$ cat config.mk
export PLATFORM = sky130hd
export DESIGN_NAME = pipe_stage_reg_flat
export DESIGN_NICKNAME = d
export VERILOG_FILES = /design/src/rtl/pipe_stage_reg_if.sv /design/src/rtl/pipe_stage_reg.sv /design/src/flat_wrapper.sv
export SDC_FILE = /design/constraint.sdc
export NUM_CORES = 1
export LEC_CHECK = 0
export CORE_AREA = 8 8 181 183
export DETAILED_ROUTE_END_ITERATION = 7
export DIE_AREA = 0 0 189 191
export PLACE_DENSITY = 0.69
export SETUP_SLACK_MARGIN = 0.15
export SYNTH_ARGS = -nofsm -noshare
export SYNTH_HDL_FRONTEND = slang
export SYNTH_SLANG_ARGS = --single-unit
$ cat constraint.sdc
create_clock -name clk -period 9.15 [get_ports clk]
set_input_delay 1.83 -clock clk [delete_from_list [all_inputs] [get_ports clk]]
set_output_delay 1.83 -clock clk [all_outputs]
set_load 0.01 [all_outputs]
$ cat src/rtl/pipe_stage_reg_if.sv
// Handshake bundle for one inter-stage pipeline register: upstream and downstream
// ready/valid, stage controls (hold/flush) and the bubble counter.
interface pipe_stage_reg_if #(
  parameter int DATA_W     = 32,
  parameter int NUM_FIELDS = 4,
  parameter int CNT_W      = 16
);
  localparam int PW = DATA_W * NUM_FIELDS;

  logic          in_valid;
  logic          in_ready;
  logic [PW-1:0] in_data;
  logic          hold;
  logic          flush;
  logic          out_valid;
  logic          out_ready;
  logic [PW-1:0] out_data;
  logic [CNT_W-1:0] bubble_cnt;

  modport master (
    output in_valid, in_data, hold, flush, out_ready,
    input  in_ready, out_valid, out_data, bubble_cnt
  );

  modport slave (
    input  in_valid, in_data, hold, flush, out_ready,
    output in_ready, out_valid, out_data, bubble_cnt
  );
endinterface

$ cat src/rtl/pipe_stage_reg.sv
// Parametrised pipeline stage register with optional 2-entry skid buffer,
// hold/flush controls and a saturating flush (bubble) counter.

module pipe_stage_reg_chk #(
  parameter int            PW          = 128,
  parameter logic [PW-1:0] BUBBLE_WORD = {PW{1'b0}}
) (
  input logic          clk,
  input logic          rst,
  input logic          out_valid,
  input logic          skid_valid,
  input logic [PW-1:0] out_data,
  input logic [PW-1:0] skid_data
);
  a_out_empty_bubble: assert property (@(posedge clk) disable iff (rst)
    (!out_valid |-> (out_data == BUBBLE_WORD)))
    else $error("stage checker: empty output entry carries a payload");

  a_skid_empty_bubble: assert property (@(posedge clk) disable iff (rst)
    (!skid_valid |-> (skid_data == BUBBLE_WORD)))
    else $error("stage checker: empty skid entry carries a payload");

  a_skid_behind_out: assert property (@(posedge clk) disable iff (rst)
    (skid_valid |-> out_valid))
    else $error("stage checker: skid entry valid while output entry empty");
endmodule

module pipe_stage_reg #(
  parameter int                DATA_W     = 32,
  parameter int                NUM_FIELDS = 4,
  parameter int                SKID       = 1,
  parameter logic [DATA_W-1:0] BUBBLE_VAL = {DATA_W{1'b0}},
  parameter int                CNT_W      = 16
) (
  input logic             clk,
  input logic             rst,
  pipe_stage_reg_if.slave bus
);
  localparam int            PW          = DATA_W * NUM_FIELDS;
  localparam logic [PW-1:0] BUBBLE_WORD = {NUM_FIELDS{BUBBLE_VAL}};
  localparam bit            SKID_EN     = (SKID != 0);

  typedef enum logic [1:0] {
    ST_EMPTY = 2'd0,
    ST_FULL1 = 2'd1,
    ST_FULL2 = 2'd2
  } occ_e;

  typedef enum logic [1:0] {
    OUT_KEEP   = 2'd0,
    OUT_IN     = 2'd1,
    OUT_SKID   = 2'd2,
    OUT_BUBBLE = 2'd3
  } out_sel_e;

  typedef enum logic [1:0] {
    SK_KEEP   = 2'd0,
    SK_IN     = 2'd1,
    SK_BUBBLE = 2'd2
  } skid_sel_e;

  function automatic logic [CNT_W-1:0] sat_inc(input logic [CNT_W-1:0] v);
    if (v == {CNT_W{1'b1}}) begin
      return v;
    end else begin
      return v + CNT_W'(1);
    end
  endfunction

  occ_e             state_r;
  occ_e             next_state_s;
  out_sel_e         out_sel_s;
  skid_sel_e        skid_sel_s;
  logic             out_valid_r;
  logic             skid_valid_r;
  logic             in_ready_r;
  logic [PW-1:0]    out_data_r;
  logic [PW-1:0]    skid_data_r;
  logic [CNT_W-1:0] bubble_cnt_r;
  logic             in_ready_s;
  logic             acc_s;
  logic             drn_s;

  // Without a skid entry the stage may accept whenever the output slot frees this cycle.
  assign in_ready_s = SKID_EN ? in_ready_r
                              : (!out_valid_r | (bus.out_ready & !bus.hold));
  assign acc_s      = bus.in_valid & in_ready_s & !bus.flush;
  assign drn_s      = out_valid_r & bus.out_ready & !bus.hold;

  // Occupancy register; valid and ready flags are registered decodes of the next occupancy.
  always_ff @(posedge clk or posedge rst) begin
    if (rst) begin
      state_r      <= ST_EMPTY;
      out_valid_r  <= 1'b0;
      skid_valid_r <= 1'b0;
      in_ready_r   <= 1'b1;
    end else begin
      state_r      <= next_state_s;
      out_valid_r  <= (next_state_s != ST_EMPTY);
      skid_valid_r <= (next_state_s == ST_FULL2);
      in_ready_r   <= (next_state_s != ST_FULL2);
    end
  end

  // Next occupancy; flush dominates every other control.
  always_comb begin
    next_state_s = state_r;
    if (bus.flush) begin
      next_state_s = ST_EMPTY;
    end else begin
      case (state_r)
        ST_EMPTY: begin
          if (acc_s) begin
            next_state_s = ST_FULL1;
          end else begin
            next_state_s = ST_EMPTY;
          end
        end
        ST_FULL1: begin
          if (acc_s && !drn_s && SKID_EN) begin
            next_state_s = ST_FULL2;
          end else if (!acc_s && drn_s) begin
            next_state_s = ST_EMPTY;
          end else begin
            next_state_s = ST_FULL1;
          end
        end
        ST_FULL2: begin
          if (drn_s) begin
            next_state_s = ST_FULL1;
          end else begin
            next_state_s = ST_FULL2;
          end
        end
        default: begin
          next_state_s = ST_EMPTY;
        end
      endcase
    end
  end

  // Datapath load selects; the skid entry only ever holds the younger payload.
  always_comb begin
    out_sel_s  = OUT_KEEP;
    skid_sel_s = SK_KEEP;
    if (bus.flush) begin
      out_sel_s  = OUT_BUBBLE;
      skid_sel_s = SK_BUBBLE;
    end else begin
      case (state_r)
        ST_EMPTY: begin
          if (acc_s) begin
            out_sel_s = OUT_IN;
          end else begin
            out_sel_s = OUT_KEEP;
          end
        end
        ST_FULL1: begin
          if (acc_s && drn_s) begin
            out_sel_s = OUT_IN;
          end else if (acc_s && SKID_EN) begin
            skid_sel_s = SK_IN;
          end else if (drn_s) begin
            out_sel_s = OUT_BUBBLE;
          end else begin
            out_sel_s = OUT_KEEP;
          end
        end
        ST_FULL2: begin
          if (drn_s) begin
            out_sel_s  = OUT_SKID;
            skid_sel_s = SK_BUBBLE;
          end else begin
            out_sel_s = OUT_KEEP;
          end
        end
        default: begin
          out_sel_s  = OUT_BUBBLE;
          skid_sel_s = SK_BUBBLE;
        end
      endcase
    end
  end

  // Output and skid payload registers.
  always_ff @(posedge clk or posedge rst) begin
    if (rst) begin
      out_data_r  <= BUBBLE_WORD;
      skid_data_r <= BUBBLE_WORD;
    end else begin
      case (out_sel_s)
        OUT_IN:     out_data_r <= bus.in_data;
        OUT_SKID:   out_data_r <= skid_data_r;
        OUT_BUBBLE: out_data_r <= BUBBLE_WORD;
        default:    out_data_r <= out_data_r;
      endcase
      case (skid_sel_s)
        SK_IN:     skid_data_r <= bus.in_data;
        SK_BUBBLE: skid_data_r <= BUBBLE_WORD;
        default:   skid_data_r <= skid_data_r;
      endcase
    end
  end

  // Saturating count of flush cycles.
  always_ff @(posedge clk or posedge rst) begin
    if (rst) begin
      bubble_cnt_r <= {CNT_W{1'b0}};
    end else if (bus.flush) begin
      bubble_cnt_r <= sat_inc(bubble_cnt_r);
    end else begin
      bubble_cnt_r <= bubble_cnt_r;
    end
  end

  assign bus.in_ready   = in_ready_s;
  assign bus.out_valid  = out_valid_r;
  assign bus.out_data   = out_data_r;
  assign bus.bubble_cnt = bubble_cnt_r;

  pipe_stage_reg_chk #(
    .PW          (PW),
    .BUBBLE_WORD (BUBBLE_WORD)
  ) u_chk (
    .clk        (clk),
    .rst        (rst),
    .out_valid  (out_valid_r),
    .skid_valid (skid_valid_r),
    .out_data   (out_data_r),
    .skid_data  (skid_data_r)
  );
endmodule

$ cat src/flat_wrapper.sv
// flat-port wrapper written by rule: the top's interface ports become plain ports
module pipe_stage_reg_flat 
#(
  parameter int                DATA_W     = 32,
  parameter int                NUM_FIELDS = 4,
  parameter int                SKID       = 1,
  parameter logic [DATA_W-1:0] BUBBLE_VAL = {DATA_W{1'b0}},
  parameter int                CNT_W      = 16
)
  (clk, rst, bus_in_valid, bus_in_data, bus_hold, bus_flush, bus_out_ready, bus_in_ready, bus_out_valid, bus_out_data, bus_bubble_cnt);
  pipe_stage_reg_if #(.DATA_W(DATA_W), .NUM_FIELDS(NUM_FIELDS), .CNT_W(CNT_W)) bus_i ();
  input logic clk;
  input logic rst;
  input wire logic [$bits(bus_i.in_valid)-1:0] bus_in_valid;
  input wire logic [$bits(bus_i.in_data)-1:0] bus_in_data;
  input wire logic [$bits(bus_i.hold)-1:0] bus_hold;
  input wire logic [$bits(bus_i.flush)-1:0] bus_flush;
  input wire logic [$bits(bus_i.out_ready)-1:0] bus_out_ready;
  output wire logic [$bits(bus_i.in_ready)-1:0] bus_in_ready;
  output wire logic [$bits(bus_i.out_valid)-1:0] bus_out_valid;
  output wire logic [$bits(bus_i.out_data)-1:0] bus_out_data;
  output wire logic [$bits(bus_i.bubble_cnt)-1:0] bus_bubble_cnt;
  assign bus_i.in_valid = bus_in_valid;
  assign bus_i.in_data = bus_in_data;
  assign bus_i.hold = bus_hold;
  assign bus_i.flush = bus_flush;
  assign bus_i.out_ready = bus_out_ready;
  assign bus_in_ready = bus_i.in_ready;
  assign bus_out_valid = bus_i.out_valid;
  assign bus_out_data = bus_i.out_data;
  assign bus_bubble_cnt = bus_i.bubble_cnt;
  pipe_stage_reg #(.DATA_W(DATA_W), .NUM_FIELDS(NUM_FIELDS), .SKID(SKID), .BUBBLE_VAL(BUBBLE_VAL), .CNT_W(CNT_W)) u_core (.clk(clk), .rst(rst), .bus(bus_i));
endmodule
After elaboration in Yosys (flattened, before gate mapping)
Cells that the tools add are included.
Storage, ports and cells
  bits in read-only memories: 0
  bits in registers: 276
  memories kept: 0
  latch bits: 0
  output and inout port bits: 146
  logic and storage cells: 50
  RAM bits: 0
Cells by class
  mux-type cells: 17
  reduce and logical (&&, ||, !) cells: 12
  equal/unequal tests: 9
  bitwise gates (word level): 5
  add/subtract/negate cells: 1
  $lt $le $gt $ge: 0
  $mul: 0
  shift operators: 0
  divide/modulo/power cells: 0
Operators with widths (count)
  128-bit one-hot mux with 3 select lines: 1
  128-bit one-hot mux with 2 select lines: 1
  2-bit two-way mux: 9
  2-bit one-hot mux with 3 select lines: 3
  16-bit by 1-bit adder with 16-bit output, second input constant: 1
  16-bit == test, second input constant: 1
  2-bit == test, second input constant: 4
  2-bit by 1-bit == test with 1-bit output, second input constant: 3
  1-bit bitwise AND: 4
  1-bit zero test: 4
  2-bit nonzero test: 2
  1-bit logical AND: 3
  1-bit two-way mux: 3
  3-bit nonzero test: 1
  2-bit zero test: 1
  2-bit inequality test, second input constant: 1
  2-bit AND reduction: 1
  1-bit NOT: 1

Logic depth before layout (Yosys ltp)
Gate-level depths: netlist of run 1.
  word-level depth: 9
  depth in mapped cells: 11
  depth with buffers taken out: 8

Worst setup path after synthesis of run 1
OpenSTA, ideal clock, no wires.
  path type: input to register
  start point: in bus_hold
  end point: reg u_core.skid_data_r[34]
  arrival: 3.830 ns
  data required time: 9.067 ns
  stages on the path: 10
  path slack: 5.237 ns
  library setup time: 0.083 ns
  path through: nand3b_1 > ha_1 > nand2_1 > or2_2 > ha_1 > clkbuf_1 > clkbuf_1 > buf_1 > nand2_1 > o21ai_0
Between the ends
  cells in the longest elaborated chain, start to end: 8
RTL lines
  start, declared: line flat_wrapper.sv:16  | input wire logic [$bits(bus_i.hold)-1:0] bus_hold;
  1-bit zero test (*)
  1-bit bitwise AND (*): line pipe_stage_reg.sv:88  | assign drn_s = out_valid_r & bus.out_ready & !bus.hold;
  1-bit logical AND: line pipe_stage_reg.sv:159  | if (acc_s && drn_s) begin
  1-bit two-way mux: line pipe_stage_reg.sv:159
  2-bit one-hot mux with 3 select lines (*): line pipe_stage_reg.sv:150  | case (state_r)
  2-bit two-way mux (*): line pipe_stage_reg.sv:146  | if (bus.flush) begin
  2-bit == test or 2-bit by 1-bit == test with 1-bit output (tied branches): line pipe_stage_reg.sv:197  | case (skid_sel_s)
  128-bit one-hot mux with 2 select lines or 2-bit nonzero test (tied branches)
  end signal, assigned: line pipe_stage_reg.sv:198  | SK_IN: skid_data_r <= bus.in_data;
  end signal, assigned: line pipe_stage_reg.sv:200  | default: skid_data_r <= skid_data_r;
  end, declared: line pipe_stage_reg.sv:78  | logic [PW-1:0] skid_data_r;
Mark *: on every way between the ends. The rest lies on a longest branch, timed or not.
A chain may end at the register's enable or synchronous reset.

Final worst setup path of run 1
  start point: in bus_flush
  end point: reg u_core.skid_data_r[40]
Between the ends
  cells in the longest elaborated chain, start to end: 8
RTL lines
  start, declared: line flat_wrapper.sv:17  | input wire logic [$bits(bus_i.flush)-1:0] bus_flush;
  1-bit zero test: line pipe_stage_reg.sv:87  | assign acc_s = bus.in_valid & in_ready_s & !bus.flush;
  1-bit bitwise AND: line pipe_stage_reg.sv:87
  1-bit two-way mux or 1-bit logical AND (tied branches): line pipe_stage_reg.sv:161, pipe_stage_reg.sv:159
  1-bit two-way mux: line pipe_stage_reg.sv:159
  2-bit one-hot mux with 3 select lines: line pipe_stage_reg.sv:150
  2-bit two-way mux (*): line pipe_stage_reg.sv:146
  2-bit == test or 2-bit by 1-bit == test with 1-bit output (tied branches): line pipe_stage_reg.sv:197
  128-bit one-hot mux with 2 select lines or 2-bit nonzero test (tied branches)
Marks and branches as above.

==> flow_results.org, run 1 <==
** Outcome
- Result of the run :: completed

** Routing
- Via Count :: 9638
- Detailed Route WL :: ~34000 microns
- In the routed design, unresolved DRC markers number 0.
- The detail route stage leaves a number of antenna-violating nets equal to 0.
- Detail-routed via count per cell :: 5.32
- Number of detailed-routing iterations run before antenna repair :: 5
- After detailed routing, the average wire length per cell comes to approximately 19 microns.
- Violation count after the first detailed-routing iteration :: about 750

** Clock network
- Bufs on Longest Clock Path :: 3
- TritonCTS clock tree :: done
- The number of setup buffers added after CTS is 0.
- In this run the number of H-tree levels came out at 1.
- CTS Root Buffer Type :: sky130_fd_sc_hd__clkbuf_16
- Clock latency at the later pin of the worst-skew pair :: between 500 and 600 ps
- Gates resized during post-CTS repair numbered 0.
- The tree built by TritonCTS fans out to approximately 280 sinks.
- Clock-pin slew was measured on the worst setup and hold paths at around 60 ps.
- Counting the buffers created by CTS gives 30.
- Hold-fix buffers, CTS :: 0

** Floorplan
- The region available for standard cell placement spans about 0.03 sq mm.
- Total Die Area :: 0.0361 sq mm
- Die X-Extent :: between 150 and 200 microns
- Die height :: 191 microns
- Number of cell rows :: 64
- The initial utilization of the core area, before any placement, comes to 0.393.
- In this run the count of I/O pins placed on the die edge is between 200 and 300.

** Timing
- Setup repair after global routing left no endpoint under its margin.
- For this run, the top clock speed supported by timing is a little over 0.2 GHz.
- Pins over their slew limit :: 0
- For the final routed database, the setup TNS stands at 0 ps.
- Setup violations remaining at the end of the flow were counted as 0.
- Setup slack closes at 4220 ps.
- Between clock sinks in the finished design, the worst skew comes to approximately 13 ps.
- Worst Tran Pin Value :: 998 ps
- Dividing the final minimum period by the clock period gives 0.538.
- Worst max-slew margin expressed relative to the limit :: 0.335
- Counting I/O delays and the setup requirement, the final critical path takes just under 5000 ps.
- The hold violation total from the final report is 0.

** Yosys
- In this run, synthesis produced a sequential element count of approximately 280.
- For this run, the leading register cell type out of synthesis is sky130_fd_sc_hd__dfrtp_1.
- The number of nets handed over by synthesis was roughly 1300.
- In this run the cell area of the synthesized design comes to about 0.012 sq mm.
- Count of cell types in the netlist :: between 40 and 50
- Synthesis handed over a netlist of between 1000 and 1500 instances.
- Proportion of synthesized flip-flops having asynchronous set or reset :: 1.00
- Counting flops with a built-in enable in the synthesized netlist gives 0.
- Part of the Yosys area used for sequential elements :: 0.585
- Yosys synthesis warning count :: 0
- Average footprint of a synthesized cell :: 10.2 sq um

** Finish
- After filler insertion, the fill cell instance count of the layout stands at around 2700.
- Antenna fix cells :: 0
- Fin util :: 0.526
- Compared with the post-synthesis result, the final layout area differs by 33.8%.
- The net count of the finished layout is 1530.
- Post-layout instance count excluding filler cells :: 1810
- Layout cells sized above 1 :: 0.0530

** Power
- Dividing total power by cell area gives a power density of 195 mW/mm^2.
- VDD sags by at most approximately 0.15 mV.
- The analysis attributes to cell leakage a power of 0.00718 uW.

** Worst setup path
- Reg2Reg Depth :: 9
- At the worst endpoint, the arrival time is about 5300 ps.
- The critical path crosses 9 cells after its start point.
- Required time reported for the critical path endpoint :: 9530 ps
- Max stage delay on crit path :: 750 ps
- In this design, the largest share of critical-path delay is due to buffers and inverters.
- The critical path contains buffers and inverters numbering 2 combined.
- List of cells traversed by the critical path :: clkdlybuf4s50_1, nor2_1, ha_1, nand2_1, or2_2, ha_4, buf_4, nand2b_1, o21ai_0
- The slowest stage of the critical path belongs to the cell sky130_fd_sc_hd__buf_4.
- Element type at the critical path start :: input pin
- Launch instance of the worst register-to-register path :: u_core.bus.in_ready
- Category of the most critical setup path :: in -> reg
- Top fanout value on the critical path :: between 90 and 100
- STA classifies the critical path endpoint as a flip-flop.
- Source of the critical timing path :: bus_flush

** GRT
- Number of global-route vias before repair :: just under 10000
- Largest net degree at the start of global routing :: 151
- For this run the aggregate overflow at the end of global routing stands at 0.
- Global-route usage over all layers :: 0.186
- The initial antenna violation count is 3.
- The first global-routing pass estimated about 56000 microns of wire.

** Job
- Across the run, the number of max-cap violations was 0.

** Hold path
- The startpoint identified for the worst hold timing path is u_core.skid_data_r[26].
- The min-delay analysis places its worst path in the category reg -> reg.
- The worst hold path was traced through 2 stages.

** Placed design
- After detailed placement, the design holds a cell count of roughly 1800.
- Buffers placed on the I/O ports in this run total between 200 and 300.
- Placed wire-length estimate :: around 21000 microns
- Routability congestion estimate from global placement :: roughly 0.8
- At the placement stage, the worst setup path has a slack of approximately 3700 ps.
layer usage:
metal	up-vias	global-route usage	share of wire
met5	-	0	0.0011
met4	6	0.0445	0.021
met3	52	0.0441	0.064
met2	305	0.300	0.47
met1	4754	0.251	0.45
li1	4521	-	-
per-stage QoR:
step / hold WS, ps / power [uW] / area [sq um]
finish: 482 / 3070 / 15800
global route: 506 / 3210 / 15800
CTS: 488 / 3110 / 15800
detailed placement: 474 / 1850 / 14800
global placement: 467 / 1840 / 14800
floorplan: 454 / 1610 / 11800
power by group:
group | total [uW] | switching [uW] | internal (uW)
registers | 1400 | 72.1 | 1320
logic | 432 | 218 | 214
clock network | 1250 | 488 | 758
flip-flops by register name, indices dropped and copies added, names as in the netlist:
register / flops
u_core.bus.bubble_cnt: 16
u_core.bus.out_valid: 1
u_core.skid_data_r: 128
u_core.state_r: 2
u_core.bus.out_data: 128
u_core.bus.in_ready: 1
worst register-to-register path, stage by stage, from the launching register on:
cell                       delay, ps
sky130_fd_sc_hd__dfstp_2         560
sky130_fd_sc_hd__nand2_1          50
sky130_fd_sc_hd__nor2_1          170
sky130_fd_sc_hd__ha_1            200
sky130_fd_sc_hd__nand2_1          60
sky130_fd_sc_hd__or2_2           300
sky130_fd_sc_hd__ha_4            730
sky130_fd_sc_hd__buf_4           810
sky130_fd_sc_hd__nand2b_1        310
sky130_fd_sc_hd__o21ai_0          90
area by class of cell:
class	count	area [sq um]	share of cell area
clock buffer	44	895	0.0566
clock inverter	10	135	0.00855
timing repair buffer	294	2920	0.185
sequential	276	6910	0.437
multi-input combinational	782	4410	0.279
inverter	8	33.8	0.00214
tap	396	495	0.0314
cells in the mapped netlist, types with 9 or more instances:
library cell               instances  area share
sky130_fd_sc_hd__nand2b_1         96       0.051
sky130_fd_sc_hd__a22oi_1         128       0.081
sky130_fd_sc_hd__nand2_1         227       0.072
sky130_fd_sc_hd__o21ai_0         218       0.092
sky130_fd_sc_hd__a22o_1           35       0.026
sky130_fd_sc_hd__nor2_1            9      0.0029
sky130_fd_sc_hd__clkbuf_2         13      0.0055
sky130_fd_sc_hd__clkbuf_1         48       0.015
sky130_fd_sc_hd__buf_6            13       0.012
sky130_fd_sc_hd__buf_2            14      0.0059
sky130_fd_sc_hd__dfrtp_1         275        0.58
worst paths after layout:
path,to,slack [ps]
hold reg to reg,u_core.skid_data_r[26],480
setup / recovery,u_core.skid_data_r[40],4220
hold / removal,u_core.skid_data_r[26],480
max in group asynchronous,u_core.bus.out_data[115],5830
min in group asynchronous,u_core.bus.bubble_cnt[12],1870
setup reg to reg,u_core.skid_data_r[40],5710
layout by cell type (no fill, tap or decap), drive strengths merged, types with 2 or more instances in the layout:
master	synthesis	routed
clkdlybuf4s50	0	279
dfrtp	275	275
nand2	227	227
o21ai	224	224
a22oi	128	128
nand2b	96	96
clkbuf	61	44
a22o	35	35
buf	34	15
nor2	9	9
xor2	8	8
inv	8	7
a21oi	7	7
clkinv	0	6
nand3	5	5
a31oi	4	4
nand4	4	4
nor4	4	4
ha	4	4
nor4b	3	3
and3	3	3
bufinv	0	3
nand4bb	2	2
or2	2	2
clkinvlp	0	2
xnor2	2	2
mux2i	2	2
nor2b	2	2
cell families (layout without fill, tap and decap cells):
logic type / Yosys count / after routing / share of synthesized area
XOR/XNOR: 10 / 10 / 0.00742
flip-flops: 276 / 276 / 0.585
adder cells (fa/ha/maj): 4 / 4 / 0.00424
AND/OR/NAND/NOR: 364 / 364 / 0.145
multiplexers: 3 / 3 / 0.00265
AO/OA/AOI/OAI: 401 / 401 / 0.210
buffers and inverters: 103 / 356 / 0.0452
(Power assumes the default switching activity.)
==> inputs of run 2 (changes only) <==
==> constraint.sdc (replaced) <==
create_clock -name clk -period 4.4 [get_ports clk]
set_input_delay 0.88 -clock clk [delete_from_list [all_inputs] [get_ports clk]]
set_output_delay 0.88 -clock clk [all_outputs]
set_load 0.01 [all_outputs]
==> flow_results.org, run 2 (synthesis gave the netlist of run 1 again) <==
** Outcome
- Result of the run :: completed

** Routing
- The routed design has around 34000 microns of wire.
- After detailed routing, the number of remaining DRC violations is 0.
- After detailed routing, the wire length on met1 is around 15000 microns.
- Final antenna-violating net count :: 0
- Detail-routed via count per cell :: about 5.3
- In this run, the number of DRC markers left after iteration 0 of detailed routing was ~800.
- After detailed routing, the met3 layer carries 2430 microns of wire.
- In this run the top signal layer used is met5.
- In the final routed layout, each cell accounts on average for around 19 microns.
- The first TritonRoute pass finished after 5 iterations.
- Routed length on met2 :: roughly 16000 microns
- For this block, the via count after detailed routing is roughly 9700.

** GRT
- Number of antenna violations at the first check in global routing :: 3
- In the global route stage, overall resource usage came out at 0.183.
- Largest net degree at the start of global routing :: ~150
- Wire length of the first global-routing pass :: approximately 55000 microns
- The via count of the first global-routing pass came to around 10000.
- Overall overflow remaining after global route :: 0

** Timing
- Fin Clk Skew :: a little over 7 ps
- The final max-slew violation count came to 0.
- Highest achievable clock rate :: roughly 0.32 GHz
- Setup repair after global routing left no endpoint under its margin.
- Total count of hold-check failures in the final report :: 0
- Number of setup violations in the final report :: 0
- Setup total negative slack on the finished layout was measured at 0 ps.
- Shortest clock period the worst path allows after layout :: ~3200 ps
- Final Cycle Share :: 0.719
- For the pin with the worst max-slew slack, the measured transition is 855 ps.
- Worst max-slew margin expressed relative to the limit :: 0.430

** Clock network
- Bufs on Longest Clock Path :: 3
- For the worst-skew pair, the clock arrives at the later sink with an insertion delay of around 540 ps.
- Hold-fix buffers, CTS :: 0
- Number of cells upsized or downsized after cts :: 0
- Total number of H-tree levels :: 1
- Count of clock tree sinks :: about 280
- Clock-pin slew on the worst setup and hold paths :: 60 ps
- Counting the buffers created by CTS gives 30.
- CTS Root Buffer Type :: sky130_fd_sc_hd__clkbuf_16
- TritonCTS built the clock tree.
- Number of post-CTS setup repair buffers :: 0

** Floorplan
- Total Die Area :: 0.0361 sq mm
- The floorplan has 64 rows.
- The core region is about 0.03 sq mm.
- Die height :: 191 microns
- Starting utilization of the core area :: 0.393
- The die is about 190 microns wide.
- Io pins :: 280

** Placed design
- The wire-length estimate of the detail-placed layout is ~21000 microns.
- Routability-driven placement finished with a final weighted congestion of about 0.79.
- Cell Count Post-Placement :: between 1500 and 2000
- Buffers added on ports :: approximately 280

** Finish
- Commonest non-fill, non-tap cells in the layout :: sky130_fd_sc_hd__clkdlybuf4s50_1, sky130_fd_sc_hd__dfrtp_1, sky130_fd_sc_hd__nand2_1
- The library cell used most frequently in the layout, excluding fill and tap cells, is sky130_fd_sc_hd__clkdlybuf4s50_1.
- Post-layout instance count excluding filler cells :: around 1800
- Area of all sequential standard cells :: 0.00691 sq mm
- The multi-input combinational cells in the finished layout cover a total of about 0.0044 sq mm.
- From synthesis to final layout, the design area changed by 34.4%.
- Counting the fill cells in the layout gives 2693.
- Of the cells placed in the final design, the portion with a size suffix greater than 1 is 0.0508.
- In the final design database the tool counted 1532 nets.
- Fin util :: 0.528

** Power
- The analysis attributes to cell leakage a power of approximately 0.007 uW.
- Sw Pwr :: 1590 uW
- Sequential share of power :: 0.465
- VDD sags by at most between 0.3 and 0.4 mV.
- Clk network pwr share :: 0.390
- Of the total power, the share spent switching nets is 0.254.
- Total power density per cell area :: about 390 mW/mm^2
- Part of the total power dissipated in combinational logic :: 0.145
- Internal power comes to roughly 4700 uW.
- The completed layout was analyzed and its total power is between 6000 and 7000 uW.

** Hold path
- Type of the worst min-delay path :: reg -> reg
- The worst hold path begins at u_core.skid_data_r[23].
- Hold path endpoint :: u_core.bus.out_data[23]
- Worst hold stages :: 2

** Job
- Max-cap violations in this run came to 0.

** Worst setup path
- The startpoint identified for the worst register-to-register timing path is u_core.bus.out_valid.
- The worst setup path is launched from an input pin.
- For flop-to-flop paths, the worst setup slack is roughly 1600 ps.
- Required time reported for the critical path endpoint :: approximately 4900 ps
- STA puts the critical path data arrival time at 3650 ps.
- The worst setup path is of the in -> reg kind.
- The endpoint identified for the worst register-to-register timing path is u_core.bus.out_data[97].
- In this run the worst path has a maximum fanout of 52.
- Crit. End Element :: flip-flop
- For the worst flop-to-flop path, the logic depth is 8.
==> run 2: changes by cell type in the layout (fill, tap and decap cells not counted) <==
cell                         delta
sky130_fd_sc_hd__buf_12         +9
sky130_fd_sc_hd__buf_4          -7
sky130_fd_sc_hd__clkbuf_1       +5
sky130_fd_sc_hd__bufinv_16      -2
sky130_fd_sc_hd__clkbuf_8       -1
sky130_fd_sc_hd__clkinv_2       -1
sky130_fd_sc_hd__clkinvlp_4     -1
sky130_fd_sc_hd__diode_2        +1
==> run 2: final cells by class <==
| class | instances | share of cell area |
|---|---|---|
| antenna | 1 | 0.000158 |
| clock buffer | 48 | 0.0567 |
| clock inverter | 6 | 0.00394 |
| inverter | 8 | 0.00213 |
| multi-input combinational | 782 | 0.278 |
| sequential | 276 | 0.436 |
| tap | 396 | 0.0312 |
| timing repair buffer | 296 | 0.192 |
==> run 2: routing by layer <==
layer	up-vias	track usage
met5	-	0
met4	6	0.0442
met3	50	0.0423
met2	302	0.290
met1	4767	0.251
li1	4525	-
==> run 2: how the worst max path moves through the flow <==
| stage | start | end | slack (ps) |
|---|---|---|---|
| 2_1_floorplan | rst | u_core.bus.bubble_cnt[0] | -130 |
| 3_3_place_gp | bus_hold | u_core.bus.out_data[102] | 790 |
| 3_5_place_dp | bus_hold | u_core.bus.out_data[77] | 690 |
| 4_1_cts | bus_hold | u_core.bus.out_data[97] | 1260 |
| 5_1_grt | bus_hold | u_core.bus.out_data[114] | 1060 |
| 6_report | bus_hold | u_core.bus.out_data[97] | 1230 |
==> run 2: critical path, cell delays in order <==
cell	delay (ps)
sky130_fd_sc_hd__clkdlybuf4s50_1	450
sky130_fd_sc_hd__nand3b_1	340
sky130_fd_sc_hd__inv_1	190
sky130_fd_sc_hd__ha_1	250
sky130_fd_sc_hd__or4b_4	530
sky130_fd_sc_hd__a21oi_4	190
sky130_fd_sc_hd__buf_4	480
sky130_fd_sc_hd__o21ai_0	190
sky130_fd_sc_hd__nand2_1	100
==> run 2: power groups by stage <==
stage | sequential (uW) | clock, uW | combinational, uW
after CTS | 2900 | 2500 | 923
final | 2900 | 2430 | 908
after floorplan | 2960 | 0 | 392
after detailed placement | 2940 | 0 | 919
after global routing | 2930 | 2600 | 1000
after global placement | 2930 | 0 | 906
==> run 2: per-stage QoR <==
stage / hold WS [ps] / area (sq um) / setup slack, ps
2_1_floorplan: 454 / 11800 / -131
3_3_place_gp: 466 / 14900 / 792
3_5_place_dp: 475 / 14900 / 689
4_1_cts: 485 / 15900 / 1260
5_1_grt: 506 / 15900 / 1060
6_report: 483 / 15900 / 1230
==> inputs of run 3 (changes only) <==
--- a/config.mk
+++ b/config.mk
@@ -8,7 +8,7 @@
 export CORE_AREA = 8 8 181 183
 export DETAILED_ROUTE_END_ITERATION = 7
 export DIE_AREA = 0 0 189 191
-export PLACE_DENSITY = 0.69
+export PLACE_DENSITY = 0.66
 export SETUP_SLACK_MARGIN = 0.15
 export SYNTH_ARGS = -nofsm -noshare
 export SYNTH_HDL_FRONTEND = slang
==> constraint.sdc (replaced) <==
create_clock -name clk -period 3 [get_ports clk]
set_input_delay 0.6 -clock clk [delete_from_list [all_inputs] [get_ports clk]]
set_output_delay 0.6 -clock clk [all_outputs]
set_load 0.01 [all_outputs]
==> flow_results.org, run 3 (synthesis gave the netlist of run 1 again) <==
** Timing
- Setup repair after global routing missed its margin :: no
- The hold violation total from the final report came to 0.
- Worst max-slew margin expressed relative to the limit :: 0.541
- Shortest clock period the worst path allows after layout :: around 2500 ps
- Fin Clk Skew :: ~8.6 ps
- Dividing the final minimum period by the clock period gives 0.836.
- Worst Tran Pin Value :: about 700 ps
- Setup violations remaining at the end of the flow were counted as 0.
- Highest achievable clock rate :: 0.399 GHz
- Pins over their slew limit :: 0
- The tightest hold path in the finished design has a slack of just under 500 ps.

** GRT
- Across every metal layer, demand over resource in global routing totals 0.190.
- Number of global-route vias before repair :: roughly 10000
- Wire length of the first global-routing pass :: approximately 57000 microns
- For this run the aggregate overflow at the end of global routing stands at 0.
- The initial antenna violation count came to 2.
- Largest net degree at the start of global routing :: a little under 80

** Job
- The tool flagged a number of max-cap violations equal to 0.

** Placed design
- Cell Count Post-Placement :: approximately 1800
- The wire-length estimate of the detail-placed layout is about 23000 microns.
- Buffers added on ports :: 279
- At the end of routability-driven placement, the weighted congestion stood at about 0.81.

** Clock network
- Inserted Clock Buffers :: 30
- Hold repair after CTS inserted 0 buffers.
- After clock tree synthesis, the clock-pin slew on the worst setup and hold paths is 60 ps.
- Counting along the longest clock path gives a buffer depth of 3.
- The tree is rooted in a sky130_fd_sc_hd__clkbuf_16.
- Number of cells upsized or downsized after cts :: 0
- Clock latency at the later pin of the worst-skew pair :: approximately 540 ps
- Total number of H-tree levels :: 1
- The number of setup buffers added after CTS is 0.
- TritonCTS built the clock tree.
- Count of clock tree sinks :: around 280

** Worst setup path
- List of cells traversed by the critical path :: nand2_1, nor2_1, inv_1, ha_1, or4b_4, o22ai_4, buf_12, a22oi_1, nand2_1
- Together, buffers and inverters on the worst path number 2.
- Category of the most critical setup path :: reg -> reg
- Max stage delay on crit path :: ~550 ps
- The largest individual stage delay along the critical path comes from the cell sky130_fd_sc_hd__dfstp_2.
- Setup slack of the most critical reg-to-reg path :: slightly below 500 ps
- Crit. End Element :: flip-flop
- The cell that appears most often on the critical path is sky130_fd_sc_hd__nand2_1.
- The worst setup path is launched from a flip-flop.
- Crit path DAT :: 2990 ps
- Data on the critical path is required at its endpoint by around 3500 ps.
- In this run the worst path has a maximum fanout of 60.
- Critical path's top delay family :: simple AND/OR/NAND/NOR gates

** Power
- The internal portion of the total power is ~7200 uW.
- Sequential share of power :: 0.441
- Total power density per cell area :: ~590 mW/mm^2
- VDD IR-drop max :: about 0.41 mV
- The share of total power dissipated in combinational logic is 0.145.
- Proportion of total power due to net switching :: 0.249
- Sw Pwr :: 2390 uW
- Pleak :: between 0.007 and 0.008 uW
- Of the total power, the clock network draws 0.413.

** Routing
- Number of detailed-routing iterations run before antenna repair :: 5
- Detail-routed via count per cell :: 5.30
- Detailed Route WL :: between 30000 and 40000 microns
- The first routing iteration left about 730 violations.
- Final antenna-violating net count :: 0
- Detail-routed net length per standard cell :: roughly 19 microns
- Via Count :: 9764
- After detailed routing, the number of remaining DRC violations is 0.

** Finish
- For this run, the number of standard cells in the final layout without fillers is roughly 1800.
- The library cell used most frequently in the layout, excluding fill and tap cells, is sky130_fd_sc_hd__clkdlybuf4s50_1.
- Commonest non-fill, non-tap cells in the layout :: sky130_fd_sc_hd__clkdlybuf4s50_1, sky130_fd_sc_hd__dfrtp_1, sky130_fd_sc_hd__nand2_1
- Of the cells placed in the final design, the portion with a size suffix greater than 1 is 0.0754.
- The final layout contains around 1600 nets.
- Layout overhead on the synthesized area :: 38.7%

** Outcome
- Result of the run :: completed

** Hold path
- Type of the worst min-delay path :: reg -> reg

** Floorplan
- The floorplan step set the die height to 191 microns.
- Number of cell rows :: 64
- Total Die Area :: approximately 0.036 sq mm
- Starting utilization of the core area :: 0.393
- Io pins :: between 200 and 300
- Die X-Extent :: around 190 microns
- The region available for standard cell placement spans between 0.03 and 0.04 sq mm.
run 3: area by class of cell:
class | instances | area, sq um
sequential | 276 | 6910
inverter | 8 | 33.8
clock inverter | 14 | 208
timing repair buffer | 324 | 3430
antenna | 2 | 5.00
fill | 2633 | 13700
multi-input combinational | 782 | 4410
tap | 396 | 495
clock buffer | 41 | 883
run 3: through the flow:
| stage | worst slack (ps) | utilization | setup TNS [ps] | power (uW) | instance area (sq um) |
|---|---|---|---|---|---|
| floorplan | -1250 | - | -344180 | 4910 | 11800 |
| global placement | 43.4 | 0.509 | 0 | 5700 | 15300 |
| detailed placement | -32.6 | 0.509 | -265 | 5730 | 15300 |
| CTS | 508 | 0.545 | 0 | 9760 | 16400 |
| global route | 381 | 0.545 | 0 | 10100 | 16400 |
| finish | 491 | 0.545 | 0 | 9630 | 16400 |
run 3: metal layers:
metal / up-vias / wire (microns) / GRT usage
li1: 4584 / - / -
met1: 4811 / 15500 / 0.256
met2: 323 / 16100 / 0.303
met3: 44 / 2560 / 0.0478
met4: 2 / 751 / 0.0502
met5: - / 17 / 0
run 3: final timing paths:
path	from	endpoint	depth (start not counted)
worst max-delay path	u_core.bus.in_ready	u_core.bus.out_data[120]	9
worst min-delay path	u_core.skid_data_r[126]	u_core.skid_data_r[126]	2
worst max register to register	u_core.bus.in_ready	u_core.bus.out_data[120]	9
worst min register to register	u_core.skid_data_r[126]	u_core.skid_data_r[126]	2
max in group asynchronous	rst	u_core.skid_data_r[26]	3
min in group asynchronous	rst	u_core.bus.bubble_cnt[3]	2
run 3: power by group through the flow:
stage | clock, uW | combinational [uW] | sequential [uW]
6_report | 3980 | 1400 | 4250
5_1_grt | 4240 | 1540 | 4290
4_1_cts | 4090 | 1420 | 4250
3_5_place_dp | 0 | 1420 | 4310
3_3_place_gp | 0 | 1400 | 4300
2_1_floorplan | 0 | 575 | 4340
run 3: tightest hold or removal path, stage by stage, from the launching register on:
cell and delay [ps]:
sky130_fd_sc_hd__dfrtp_1 340, sky130_fd_sc_hd__nand2_1 50, sky130_fd_sc_hd__o21ai_0 60
